--- src/rtl/ctrl_flow_seq_if.sv ---
// Decode/fetch-side bundle for the control-transfer sequencer.
// The slave modport is the sequencer; the master modport is decode/memory.
interface ctrl_flow_seq_if #(
    parameter int DATA_W  = 16,
    parameter int PC_W    = 32,
    parameter int FLAG_W  = 3,
    parameter int INSTR_W = 16
);
    logic               call;
    logic               ret;
    logic               intr;
    logic               rti;
    logic [PC_W-1:0]    target;
    logic [PC_W-1:0]    ret_pc;
    logic [FLAG_W-1:0]  flags_in;
    logic [DATA_W-1:0]  mem_rdata;
    logic               mem_rvalid;

    logic [INSTR_W-1:0] uop_out;
    logic               uop_valid;
    logic [DATA_W-1:0]  push_data;
    logic               stall;
    logic [PC_W-1:0]    pc_out;
    logic               change_pc;
    logic [FLAG_W-1:0]  flags_out;
    logic               restore_flags;
    logic               busy;

    modport slave (
        input  call, ret, intr, rti, target, ret_pc, flags_in, mem_rdata, mem_rvalid,
        output uop_out, uop_valid, push_data, stall, pc_out, change_pc,
               flags_out, restore_flags, busy
    );

    modport master (
        output call, ret, intr, rti, target, ret_pc, flags_in, mem_rdata, mem_rvalid,
        input  uop_out, uop_valid, push_data, stall, pc_out, change_pc,
               flags_out, restore_flags, busy
    );
endinterface

--- src/rtl/ctrl_flow_seq.sv ---
// CALL/RET/INT/RTI sequencer: injects stack push/pop micro-ops, drains the
// pipeline, then redirects the PC with a one-cycle change pulse.
module ctrl_flow_seq #(
    parameter int                 DATA_W       = 16,
    parameter int                 PC_W         = 32,
    parameter int                 FLAG_W       = 3,
    parameter int                 INSTR_W      = 16,
    parameter int                 STALL_CYCLES = 2,
    parameter logic [PC_W-1:0]    INT_VECTOR   = 32'h0000_0020,
    parameter logic [INSTR_W-1:0] PUSH_OP      = 16'h6008,
    parameter logic [INSTR_W-1:0] POP_OP       = 16'h7008
) (
    input  logic             clk,
    input  logic             reset,
    ctrl_flow_seq_if.slave   bus
);
    localparam int NW = PC_W / DATA_W;
    localparam int IW = (NW > 1) ? $clog2(NW) : 1;
    localparam int DW = (STALL_CYCLES > 1) ? $clog2(STALL_CYCLES) : 1;

    typedef enum logic [3:0] {
        S_IDLE, S_PUSH, S_PUSHF, S_POP, S_POP_WAIT, S_POPF, S_POPF_WAIT, S_DRAIN, S_JUMP
    } state_t;

    state_t             r_state;
    logic               r_pend;
    logic               r_is_int;
    logic               r_is_rti;
    logic [IW-1:0]      r_idx;
    logic [DW-1:0]      r_drain;
    logic [PC_W-1:0]    r_ret;
    logic [PC_W-1:0]    r_tgt;
    logic [FLAG_W-1:0]  r_flags;

    logic [INSTR_W-1:0] r_uop;
    logic               r_uop_valid;
    logic [DATA_W-1:0]  r_push_data;
    logic [PC_W-1:0]    r_pc;
    logic               r_change;
    logic [FLAG_W-1:0]  r_flags_out;
    logic               r_restore;

    logic               w_idle;
    logic               w_acc_int;
    logic               w_acc_call;
    logic               w_acc_ret;
    logic               w_acc_rti;
    logic               w_accept;
    logic               w_fin;
    logic               w_to_jump;
    logic [PC_W-1:0]    w_tgt_nxt;

    assign w_idle     = (r_state == S_IDLE);
    assign w_acc_int  = w_idle & (r_pend | bus.intr);
    assign w_acc_call = w_idle & ~w_acc_int & bus.call;
    assign w_acc_ret  = w_idle & ~w_acc_int & ~bus.call & bus.ret;
    assign w_acc_rti  = w_idle & ~w_acc_int & ~bus.call & ~bus.ret & bus.rti;
    assign w_accept   = w_acc_int | w_acc_call | w_acc_ret | w_acc_rti;

    // Last stack op of a sequence: what follows is DRAIN, or JUMP directly
    // when no drain is configured.
    assign w_fin = ((r_state == S_PUSH) && (r_idx == IW'(NW-1)) && !r_is_int)
                 || (r_state == S_PUSHF)
                 || ((r_state == S_POP_WAIT) && bus.mem_rvalid && (r_idx == '0));
    assign w_to_jump = (w_fin && (STALL_CYCLES == 0))
                     || ((r_state == S_DRAIN) && (r_drain == '0));

    // Popped word merged in the same cycle so a zero-drain RET jumps to the
    // fully assembled PC.
    always_comb begin
        w_tgt_nxt = r_tgt;
        if ((r_state == S_POP_WAIT) && bus.mem_rvalid)
            w_tgt_nxt[int'(r_idx)*DATA_W +: DATA_W] = bus.mem_rdata;
    end

    always_ff @(posedge clk or negedge reset) begin
        if (!reset) begin
            r_state     <= S_IDLE;
            r_pend      <= 1'b0;
            r_is_int    <= 1'b0;
            r_is_rti    <= 1'b0;
            r_idx       <= '0;
            r_drain     <= '0;
            r_ret       <= '0;
            r_tgt       <= '0;
            r_flags     <= '0;
            r_uop       <= '0;
            r_uop_valid <= 1'b0;
            r_push_data <= '0;
            r_pc        <= '0;
            r_change    <= 1'b0;
            r_flags_out <= '0;
            r_restore   <= 1'b0;
        end else begin
            r_uop       <= '0;
            r_uop_valid <= 1'b0;
            r_push_data <= '0;
            r_change    <= 1'b0;
            r_restore   <= 1'b0;
            r_tgt       <= w_tgt_nxt;

            if (w_acc_int)
                r_pend <= 1'b0;
            else if (!w_idle && bus.intr)
                r_pend <= 1'b1;

            case (r_state)
                S_IDLE: begin
                    if (w_acc_int || w_acc_call) begin
                        r_state     <= S_PUSH;
                        r_idx       <= '0;
                        r_is_int    <= w_acc_int;
                        r_is_rti    <= 1'b0;
                        r_ret       <= bus.ret_pc;
                        r_tgt       <= w_acc_int ? INT_VECTOR : bus.target;
                        r_uop       <= PUSH_OP;
                        r_uop_valid <= 1'b1;
                        r_push_data <= bus.ret_pc[DATA_W-1:0];
                        if (w_acc_int)
                            r_flags <= bus.flags_in;
                    end else if (w_acc_ret) begin
                        r_state     <= S_POP;
                        r_idx       <= IW'(NW-1);
                        r_is_int    <= 1'b0;
                        r_is_rti    <= 1'b0;
                        r_uop       <= POP_OP + INSTR_W'(NW-1);
                        r_uop_valid <= 1'b1;
                    end else if (w_acc_rti) begin
                        r_state     <= S_POPF;
                        r_is_int    <= 1'b0;
                        r_is_rti    <= 1'b1;
                        r_uop       <= POP_OP + INSTR_W'(NW);
                        r_uop_valid <= 1'b1;
                    end
                end
                S_PUSH: begin
                    if (r_idx != IW'(NW-1)) begin
                        r_idx       <= r_idx + 1'b1;
                        r_uop       <= PUSH_OP + INSTR_W'(int'(r_idx) + 1);
                        r_uop_valid <= 1'b1;
                        r_push_data <= r_ret[(int'(r_idx)+1)*DATA_W +: DATA_W];
                    end else if (r_is_int) begin
                        r_state     <= S_PUSHF;
                        r_uop       <= PUSH_OP + INSTR_W'(NW);
                        r_uop_valid <= 1'b1;
                        r_push_data <= DATA_W'(r_flags);
                    end
                end
                S_PUSHF: ;
                S_POP:   r_state <= S_POP_WAIT;
                S_POP_WAIT: begin
                    if (bus.mem_rvalid && (r_idx != '0)) begin
                        r_state     <= S_POP;
                        r_idx       <= r_idx - 1'b1;
                        r_uop       <= POP_OP + INSTR_W'(int'(r_idx) - 1);
                        r_uop_valid <= 1'b1;
                    end
                end
                S_POPF:  r_state <= S_POPF_WAIT;
                S_POPF_WAIT: begin
                    if (bus.mem_rvalid) begin
                        r_state     <= S_POP;
                        r_flags     <= bus.mem_rdata[FLAG_W-1:0];
                        r_idx       <= IW'(NW-1);
                        r_uop       <= POP_OP + INSTR_W'(NW-1);
                        r_uop_valid <= 1'b1;
                    end
                end
                S_DRAIN: begin
                    if (r_drain != '0)
                        r_drain <= r_drain - 1'b1;
                end
                S_JUMP:  r_state <= S_IDLE;
                default: r_state <= S_IDLE;
            endcase

            // Sequence tail overrides the per-state next state above.
            if (w_to_jump) begin
                r_state  <= S_JUMP;
                r_pc     <= w_tgt_nxt;
                r_change <= 1'b1;
                if (r_is_rti) begin
                    r_flags_out <= r_flags;
                    r_restore   <= 1'b1;
                end
            end else if (w_fin) begin
                r_state <= S_DRAIN;
                r_drain <= DW'((STALL_CYCLES > 0) ? STALL_CYCLES - 1 : 0);
            end
        end
    end

    assign bus.stall         = ~w_idle | w_accept;
    assign bus.busy          = ~w_idle;
    assign bus.uop_out       = r_uop;
    assign bus.uop_valid     = r_uop_valid;
    assign bus.push_data     = r_push_data;
    assign bus.pc_out        = r_pc;
    assign bus.change_pc     = r_change;
    assign bus.flags_out     = r_flags_out;
    assign bus.restore_flags = r_restore;
endmodule

--- src/flat_wrapper.sv ---
// flat-port wrapper written by rule: the top's interface ports become plain ports
module ctrl_flow_seq_flat 
#(
    parameter int                 DATA_W       = 16,
    parameter int                 PC_W         = 32,
    parameter int                 FLAG_W       = 3,
    parameter int                 INSTR_W      = 16,
    parameter int                 STALL_CYCLES = 2,
    parameter logic [PC_W-1:0]    INT_VECTOR   = 32'h0000_0020,
    parameter logic [INSTR_W-1:0] PUSH_OP      = 16'h6008,
    parameter logic [INSTR_W-1:0] POP_OP       = 16'h7008
)
  (clk, reset, bus_call, bus_ret, bus_intr, bus_rti, bus_target, bus_ret_pc, bus_flags_in, bus_mem_rdata, bus_mem_rvalid, bus_uop_out, bus_uop_valid, bus_push_data, bus_stall, bus_pc_out, bus_change_pc, bus_flags_out, bus_restore_flags, bus_busy);
  ctrl_flow_seq_if #(.DATA_W(DATA_W), .PC_W(PC_W), .FLAG_W(FLAG_W), .INSTR_W(INSTR_W)) bus_i ();
  input  logic clk;
  input  logic reset;
  input wire logic [$bits(bus_i.call)-1:0] bus_call;
  input wire logic [$bits(bus_i.ret)-1:0] bus_ret;
  input wire logic [$bits(bus_i.intr)-1:0] bus_intr;
  input wire logic [$bits(bus_i.rti)-1:0] bus_rti;
  input wire logic [$bits(bus_i.target)-1:0] bus_target;
  input wire logic [$bits(bus_i.ret_pc)-1:0] bus_ret_pc;
  input wire logic [$bits(bus_i.flags_in)-1:0] bus_flags_in;
  input wire logic [$bits(bus_i.mem_rdata)-1:0] bus_mem_rdata;
  input wire logic [$bits(bus_i.mem_rvalid)-1:0] bus_mem_rvalid;
  output wire logic [$bits(bus_i.uop_out)-1:0] bus_uop_out;
  output wire logic [$bits(bus_i.uop_valid)-1:0] bus_uop_valid;
  output wire logic [$bits(bus_i.push_data)-1:0] bus_push_data;
  output wire logic [$bits(bus_i.stall)-1:0] bus_stall;
  output wire logic [$bits(bus_i.pc_out)-1:0] bus_pc_out;
  output wire logic [$bits(bus_i.change_pc)-1:0] bus_change_pc;
  output wire logic [$bits(bus_i.flags_out)-1:0] bus_flags_out;
  output wire logic [$bits(bus_i.restore_flags)-1:0] bus_restore_flags;
  output wire logic [$bits(bus_i.busy)-1:0] bus_busy;
  assign bus_i.call = bus_call;
  assign bus_i.ret = bus_ret;
  assign bus_i.intr = bus_intr;
  assign bus_i.rti = bus_rti;
  assign bus_i.target = bus_target;
  assign bus_i.ret_pc = bus_ret_pc;
  assign bus_i.flags_in = bus_flags_in;
  assign bus_i.mem_rdata = bus_mem_rdata;
  assign bus_i.mem_rvalid = bus_mem_rvalid;
  assign bus_uop_out = bus_i.uop_out;
  assign bus_uop_valid = bus_i.uop_valid;
  assign bus_push_data = bus_i.push_data;
  assign bus_stall = bus_i.stall;
  assign bus_pc_out = bus_i.pc_out;
  assign bus_change_pc = bus_i.change_pc;
  assign bus_flags_out = bus_i.flags_out;
  assign bus_restore_flags = bus_i.restore_flags;
  assign bus_busy = bus_i.busy;
  ctrl_flow_seq #(.DATA_W(DATA_W), .PC_W(PC_W), .FLAG_W(FLAG_W), .INSTR_W(INSTR_W), .STALL_CYCLES(STALL_CYCLES), .INT_VECTOR(INT_VECTOR), .PUSH_OP(PUSH_OP), .POP_OP(POP_OP)) u_core (.clk(clk), .reset(reset), .bus(bus_i));
endmodule
--- config.mk ---
export PLATFORM = sky130hd
export DESIGN_NAME = ctrl_flow_seq_flat
export DESIGN_NICKNAME = d
export VERILOG_FILES = /design/src/rtl/ctrl_flow_seq_if.sv /design/src/rtl/ctrl_flow_seq.sv /design/src/flat_wrapper.sv
export SDC_FILE = /design/constraint.sdc
export NUM_CORES = 1
export LEC_CHECK = 0
export CAP_MARGIN = 20
export CORE_MARGIN = 1.5
export CORE_UTILIZATION = 42
export CTS_CLUSTER_DIAMETER = 100
export CTS_CLUSTER_SIZE = 14
export DETAILED_ROUTE_END_ITERATION = 16
export GPL_TIMING_DRIVEN = 1
export MAX_ROUTING_LAYER = met4
export PLACE_DENSITY = 0.77
export SYNTH_ARGS = -nofsm -noshare
export SYNTH_HDL_FRONTEND = slang
export SYNTH_SLANG_ARGS = --single-unit
--- constraint.sdc ---
create_clock -name clk -period 1.66 [get_ports clk]
set_input_delay 0.332 -clock clk [delete_from_list [all_inputs] [get_ports clk]]
set_output_delay 0.332 -clock clk [all_outputs]
set_load 0.02 [all_outputs]
## After elaboration in Yosys (flattened, before gate mapping)

Index checks and enable logic that the tools add are counted.

| word-level totals | value |
|---|---|
| memories kept | 0 |
| output and inout bits | 72 |
| bits in read-only memories | 0 |
| logic and storage cells | 147 |
| bits in latches | 0 |
| flip-flop bits (word level) | 146 |
| bits in writable memories | 0 |

| operators by class | value |
|---|---|
| bitwise operators | 18 |
| shift operators | 3 |
| equality and inequality tests | 18 |
| divide/modulo/power cells | 0 |
| add/sub/neg operators | 8 |
| muxes and demuxes | 60 |
| order comparisons | 0 |
| $mul | 0 |
| reduce and logical (&&, ||, !) cells | 24 |

Operators with widths:

| kind | number |
|---|---|
| 32-bit 2-to-1 mux | 4 |
| 16-bit 2-to-1 mux | 6 |
| 16-bit case mux with 4 select lines | 1 |
| 15-bit 2-to-1 mux | 3 |
| 4-bit 2-to-1 mux | 9 |
| 5-bit negator with 33-bit output | 1 |
| 16-bit by 33-bit variable shift with 32-bit output, first input constant | 1 |
| 16-bit by 33-bit variable part select with 32-bit output | 1 |
| 15-bit by 16-bit adder with 16-bit output, first input constant | 2 |
| 32-bit bitwise mux | 1 |
| 16-bit case mux with 2 select lines | 1 |
| 32-bit by 32-bit variable part select with 16-bit output | 1 |
| 4-bit case mux with 7 select lines | 1 |
| 1-bit 2-to-1 mux | 27 |
| 4-bit by 3-bit == test with 1-bit output, second input constant | 4 |
| 3-bit 2-to-1 mux | 4 |
| 4-bit by 2-bit == test with 1-bit output, second input constant | 2 |
| 2-bit != test, second input constant | 4 |
| 4-bit by 1-bit != test with 1-bit output, second input constant | 2 |
| 4-bit by 2-bit != test with 1-bit output, second input constant | 2 |
| 1-bit case mux with 4 select lines | 2 |
| 4-bit AND reduction | 2 |
| 1-bit AND | 7 |
| 1-bit logical AND | 7 |
| 20 further kinds | 36 |

## Depth between registers and ports, before layout

| depth | value |
|---|---|
| depth in word-level cells | 13 |
| mapped depth | 7 |
| mapped depth without buffers | 5 |

## Worst setup path before layout

OpenSTA, ideal clock, no wires.

| timing path | value |
|---|---|
| path kind | reg2reg |
| start point | register u_core.r_state[0] |
| end point | register u_core.r_tgt[31] |
| arrival | 1.626 ns |
| stages on the path, launching flop included | 7 |
| clock period less this slack | 1.754 ns |
| library setup time | 0.128 ns |
| setup slack | -0.094 ns |
| path through | dfrtp_1 > nor4_4 > inv_2 > nor2_1 > buf_2 > buf_2 > o21ai_0 |

| on the way | value |
|---|---|
| cells in the longest elaborated chain, start to end | 8 |
| elaborated cells on any way between the ends | 12 |
| those cells by class | 1 x eq/ne; 4 x mux; 4 x bitwise; 3 x reduce/logical |

RTL lines:

| element | line | source |
|---|---|---|
| start: declaration | ctrl_flow_seq.sv:25 | `state_t r_state;` |
| start signal: assignment | ctrl_flow_seq.sv:78 | `r_state <= S_IDLE;` |
| start signal: assignment | ctrl_flow_seq.sv:110 | `r_state <= S_PUSH;` |
| start signal: assignment | ctrl_flow_seq.sv:122 | `r_state <= S_POP;` |
| 4-bit zero test | ctrl_flow_seq.sv:53, ctrl_flow_seq.sv:107 |  |
| 1-bit AND | ctrl_flow_seq.sv:54 | `assign w_acc_int = w_idle & (r_pend \| bus.intr);` |
| 1-bit inverter | ctrl_flow_seq.sv:55 | `assign w_acc_call = w_idle & ~w_acc_int & bus.call;` |
| 1-bit AND (2 in a row) | ctrl_flow_seq.sv:55 |  |
| 1-bit logical OR | ctrl_flow_seq.sv:109 | `if (w_acc_int \|\| w_acc_call) begin` |
| 32-bit 2-to-1 mux | ctrl_flow_seq.sv:109 |  |
| 32-bit 2-to-1 mux (*) | ctrl_flow_seq.sv:107 | `case (r_state)` |
| end signal: assignment | ctrl_flow_seq.sv:100 | `r_tgt <= w_tgt_nxt;` |
| end signal: assignment | ctrl_flow_seq.sv:115 | `r_tgt <= w_acc_int ? INT_VECTOR : bus.target;` |
| end: declaration | ctrl_flow_seq.sv:32 | `logic [PC_W-1:0] r_tgt;` |

Mark *: on every way between the ends. The rest lies on a longest branch, timed or not.
A chain may end at the register's enable or synchronous reset.

## Worst setup path in the final report

| timing path | value |
|---|---|
| start point | register u_core.r_state[1] |
| end point | output bus_stall |

| on the way | value |
|---|---|
| cells in the longest elaborated chain, start to end | 9 |
| elaborated cells on any way between the ends | 14 |
| those cells by class | 13 x bitwise; 1 x reduce/logical |

RTL lines:

| element | line | source |
|---|---|---|
| 4-bit zero test (*) | ctrl_flow_seq.sv:53 | `assign w_idle = (r_state == S_IDLE);` |
| 1-bit AND | ctrl_flow_seq.sv:54 |  |
| 1-bit inverter | ctrl_flow_seq.sv:55, ctrl_flow_seq.sv:56, ctrl_flow_seq.sv:57 |  |
| 1-bit AND | ctrl_flow_seq.sv:55, ctrl_flow_seq.sv:56, ctrl_flow_seq.sv:57 |  |
| 1-bit AND, on equally long branches | ctrl_flow_seq.sv:55, ctrl_flow_seq.sv:56, ctrl_flow_seq.sv:57 |  |
| 1-bit bitwise OR, or another cell as far along | ctrl_flow_seq.sv:58 | `assign w_accept = w_acc_int \| w_acc_call \| w_acc_ret \| w_acc_rti;` |
| 1-bit bitwise OR / 1-bit AND (equally long branches) | ctrl_flow_seq.sv:58, ctrl_flow_seq.sv:57 |  |
| 1-bit bitwise OR | ctrl_flow_seq.sv:58 |  |
| 1-bit bitwise OR (*) | ctrl_flow_seq.sv:193 | `assign bus.stall = ~w_idle \| w_accept;` |
| end: declaration | flat_wrapper.sv:29 | `output wire logic [$bits(bus_i.stall)-1:0] bus_stall;` |

Marks and branches as above.

==> results.cfg <==
[outcome]
status = finished with violations
violations = DRC, setup timing

[finish]
area_delta_synth_final_pct = 87.4
final_common_cell = dfrtp_1
final_cells = 859
final_cell_mix = dfrtp_1, clkdlybuf4s50_1, dlygate4sd2_1, buf_4, nor2_1
final_area_sq_um = 9440
fin_nets = 793
layout-drive-gt1-share_pct = 44.1
num-fill-cells = 608
diodes = 0

[die]
core_sq_um = 11600
row_count = 39
ios = 162
die-area_sq_um = 12700
die_w_um = 113
start_util_pct = 43.6
dieHeight_um = 113

[placement]
port_buffers = 152
placedCellCount = 774
hpwlAfterDp_um = 9950
placed_cell_area_sq_um = 7090
place.gp.congestion = 0.869
post-place-ws_ns = -0.676

[setup_path]
crit_fanout = 2
crit_arrival_ns = 1.71
crit_required_ns = 1.33
worst-setup-path-type = reg2out
endpoint_kind = primary output
cp-start-kind = flip-flop

[drt]
wl_met1_um = 7580
dr.pass1.iters = 11
routed_wl_um = 20200
via_per_inst = 5.75
wl_per_cell_um = 23.5
ant_nets = 0
dr_total_vias = 4939
dr_wl_met3_um = 1480
dr_wl_met2_um = 10300
drc_errors = 9
top_layer = met4
drt-initial-drc-count = 457

[yosys]
asyncSetResetFlopFracSynth_pct = 100
synth_edf_count = 0
synth_top_family_by_area = compound AO/OA/AOI/OAI gates
ys_warn_count = 0
avgSynthCellArea_sq_um = 11.0
yosys.area_share.simple_pct = 10.5
synthXorXnorAreaFrac_pct = 0
synth_area_leaders = dfrtp_1, mux2i_1, mux2_2
ys.flop_type = dfrtp_1
synth-adder-area-share_pct = 0
yosys.area.top_type_share_pct = 59.1
ys_seq_elements = 119
synth_area_sq_um = 5040
yosysTopAreaCell = dfrtp_1
synth-compound-area-share_pct = 13.9
synthMuxAreaShare_pct = 11.4
ys_types = 44
syn_inst = 457
synth_sequential_area_ratio_pct = 59.1

[timing]
fmax_ghz = 0.489
period_share_pct = 123
fin_crit_ns = 2.04
setup_viol = 105
clock-skew-final_ns = 0.00519
drv_slew = 0
relSlewSlack_pct = 63.8
rsz0062_at_grt = true
fin_ws_ns = -0.385
worst_pin_slew_ns = 0.543
hold_violations = 0

[global_routing]
grt_pass1_vias = 4999
grt_max_degree = 42
grtUsageTotal_pct = 29.3
antenna_found_initial = 0
grt_pass1_wl_um = 27300
grt-ovfl-total = 0

[clock_network]
cts_root_buf = clkbuf_16
h-tree-depth = 4
cts_tree = built
cts_made_buffers = 17
clockBufferDepth = 2
clock_sinks = 119
clkTransAtPathRegs_ns = 0.06
clock_latency_ns = 0.42

[power]
p_per_area_nw_per_um2 = 1860
max-vdd-ir-drop_uv = 1000
power_mw = 17.6
p_leak_nw = 4.29

[worst_hold_path]
hold_class = in2async

[run]
drv_cap = 0
==> critical path: stages, from the launching register on <==
cell and delay [ns]:
dfrtp_1 0.44, nor4_4 0.35, nand2_2 0.12, nor3_4 0.20, inv_2 0.06, buf_6 0.13
==> worst paths after layout <==
check | from | endpoint | slack, ns | depth (start not counted)
setup / recovery | u_core.r_state[1] | bus_stall | -0.38 | 5
hold / removal | reset | u_core.r_pend | 0.44 | 2
setup reg to reg | u_core.r_state[1] | u_core.r_state[2] | -0.24 | 6
hold reg to reg | u_core.r_ret[22] | u_core.bus.push_data[6] | 0.50 | 1
max in group asynchronous | reset | u_core.bus.pc_out[11] | 0.58 | 3
min in group clk | bus_target[16] | u_core.r_tgt[16] | 0.48 | 3
==> metrics by stage <==
stage          setup TNS (ns)  util (%)  hold slack, ns
2_1_floorplan          -0.412         -          0.0364
3_3_place_gp           -22.85      61.3           0.322
3_5_place_dp           -26.20      61.3           0.330
4_1_cts                 -9.96      75.0           0.440
5_1_grt                -14.76      81.7           0.468
6_report               -12.29      81.7           0.436
==> routing by layer <==
layer | global-route usage [%] | vias up
li1 | - | 2080
met1 | 37.0 | 2504
met2 | 46.9 | 286
met3 | 5.89 | 69
met4 | 11.1 | 0
met5 | - | -
==> registers in the layout (all words and copies together) (netlist names), 3 cells and up <==
| signal | flops |
|---|---|
| u_core.r_tgt | 32 |
| u_core.r_state | 4 |
| u_core.r_ret | 16 |
| u_core.bus.flags_out | 3 |
| u_core.r_flags | 3 |
| u_core.bus.uop_out | 5 |
| u_core.bus.pc_out | 32 |
| u_core.bus.push_data | 16 |
==> cell usage after synthesis (2+ instances only) <==
master,count
buf_2,21
o21ai_1,4
o221ai_1,2
dfrtp_1,119
a222oi_1,3
nand2_2,2
nand2_1,42
o2111ai_1,2
o211ai_1,2
nor2_1,47
a21oi_1,39
nor3_2,2
nand3_1,2
or3_1,3
o31ai_1,2
clkbuf_1,7
buf_4,11
nor2b_1,2
a22o_1,13
nor3_1,6
a21o_1,2
mux2i_1,35
nand2b_1,4
o21ai_0,38
inv_1,9
mux2_2,20
==> timing repair <==
action,4_1_cts,5_1_grt
hold endpoints to repair,31,0
pin swaps,38,45
resized for setup,219,153
endpoints found under the setup margin,151,111
setup buffers,25,17
cloned,12,6
hold buffers,1,0
==> power by group <==
| part | internal [mW] | leakage, nW | switching (mW) |
|---|---|---|---|
| logic | 4.23 | 2.51 | 4.40 |
| clock network | 2.42 | 0.292 | 1.44 |
| registers | 4.18 | 1.48 | 0.903 |
==> cell families after synthesis <==
logic type | Yosys count
AND/OR/NAND/NOR | 117
flip-flops | 119
buffers and inverters | 50
AO/OA/AOI/OAI | 115
other | 1
multiplexers | 55
==> layout make-up <==
cell class                      instances  area (sq um)  area share, %
Clock inverter                         13           173           1.83
Timing Repair Buffer                  258          2830           30.0
Multi-Input combinational cell        297          2800           29.6
Tap cell                              143           179           1.89
Inverter                               10          45.0          0.477
Clock buffer                           19           443           4.69
Sequential cell                       119          2980           31.5
Power figures use the tool's default switching activity.
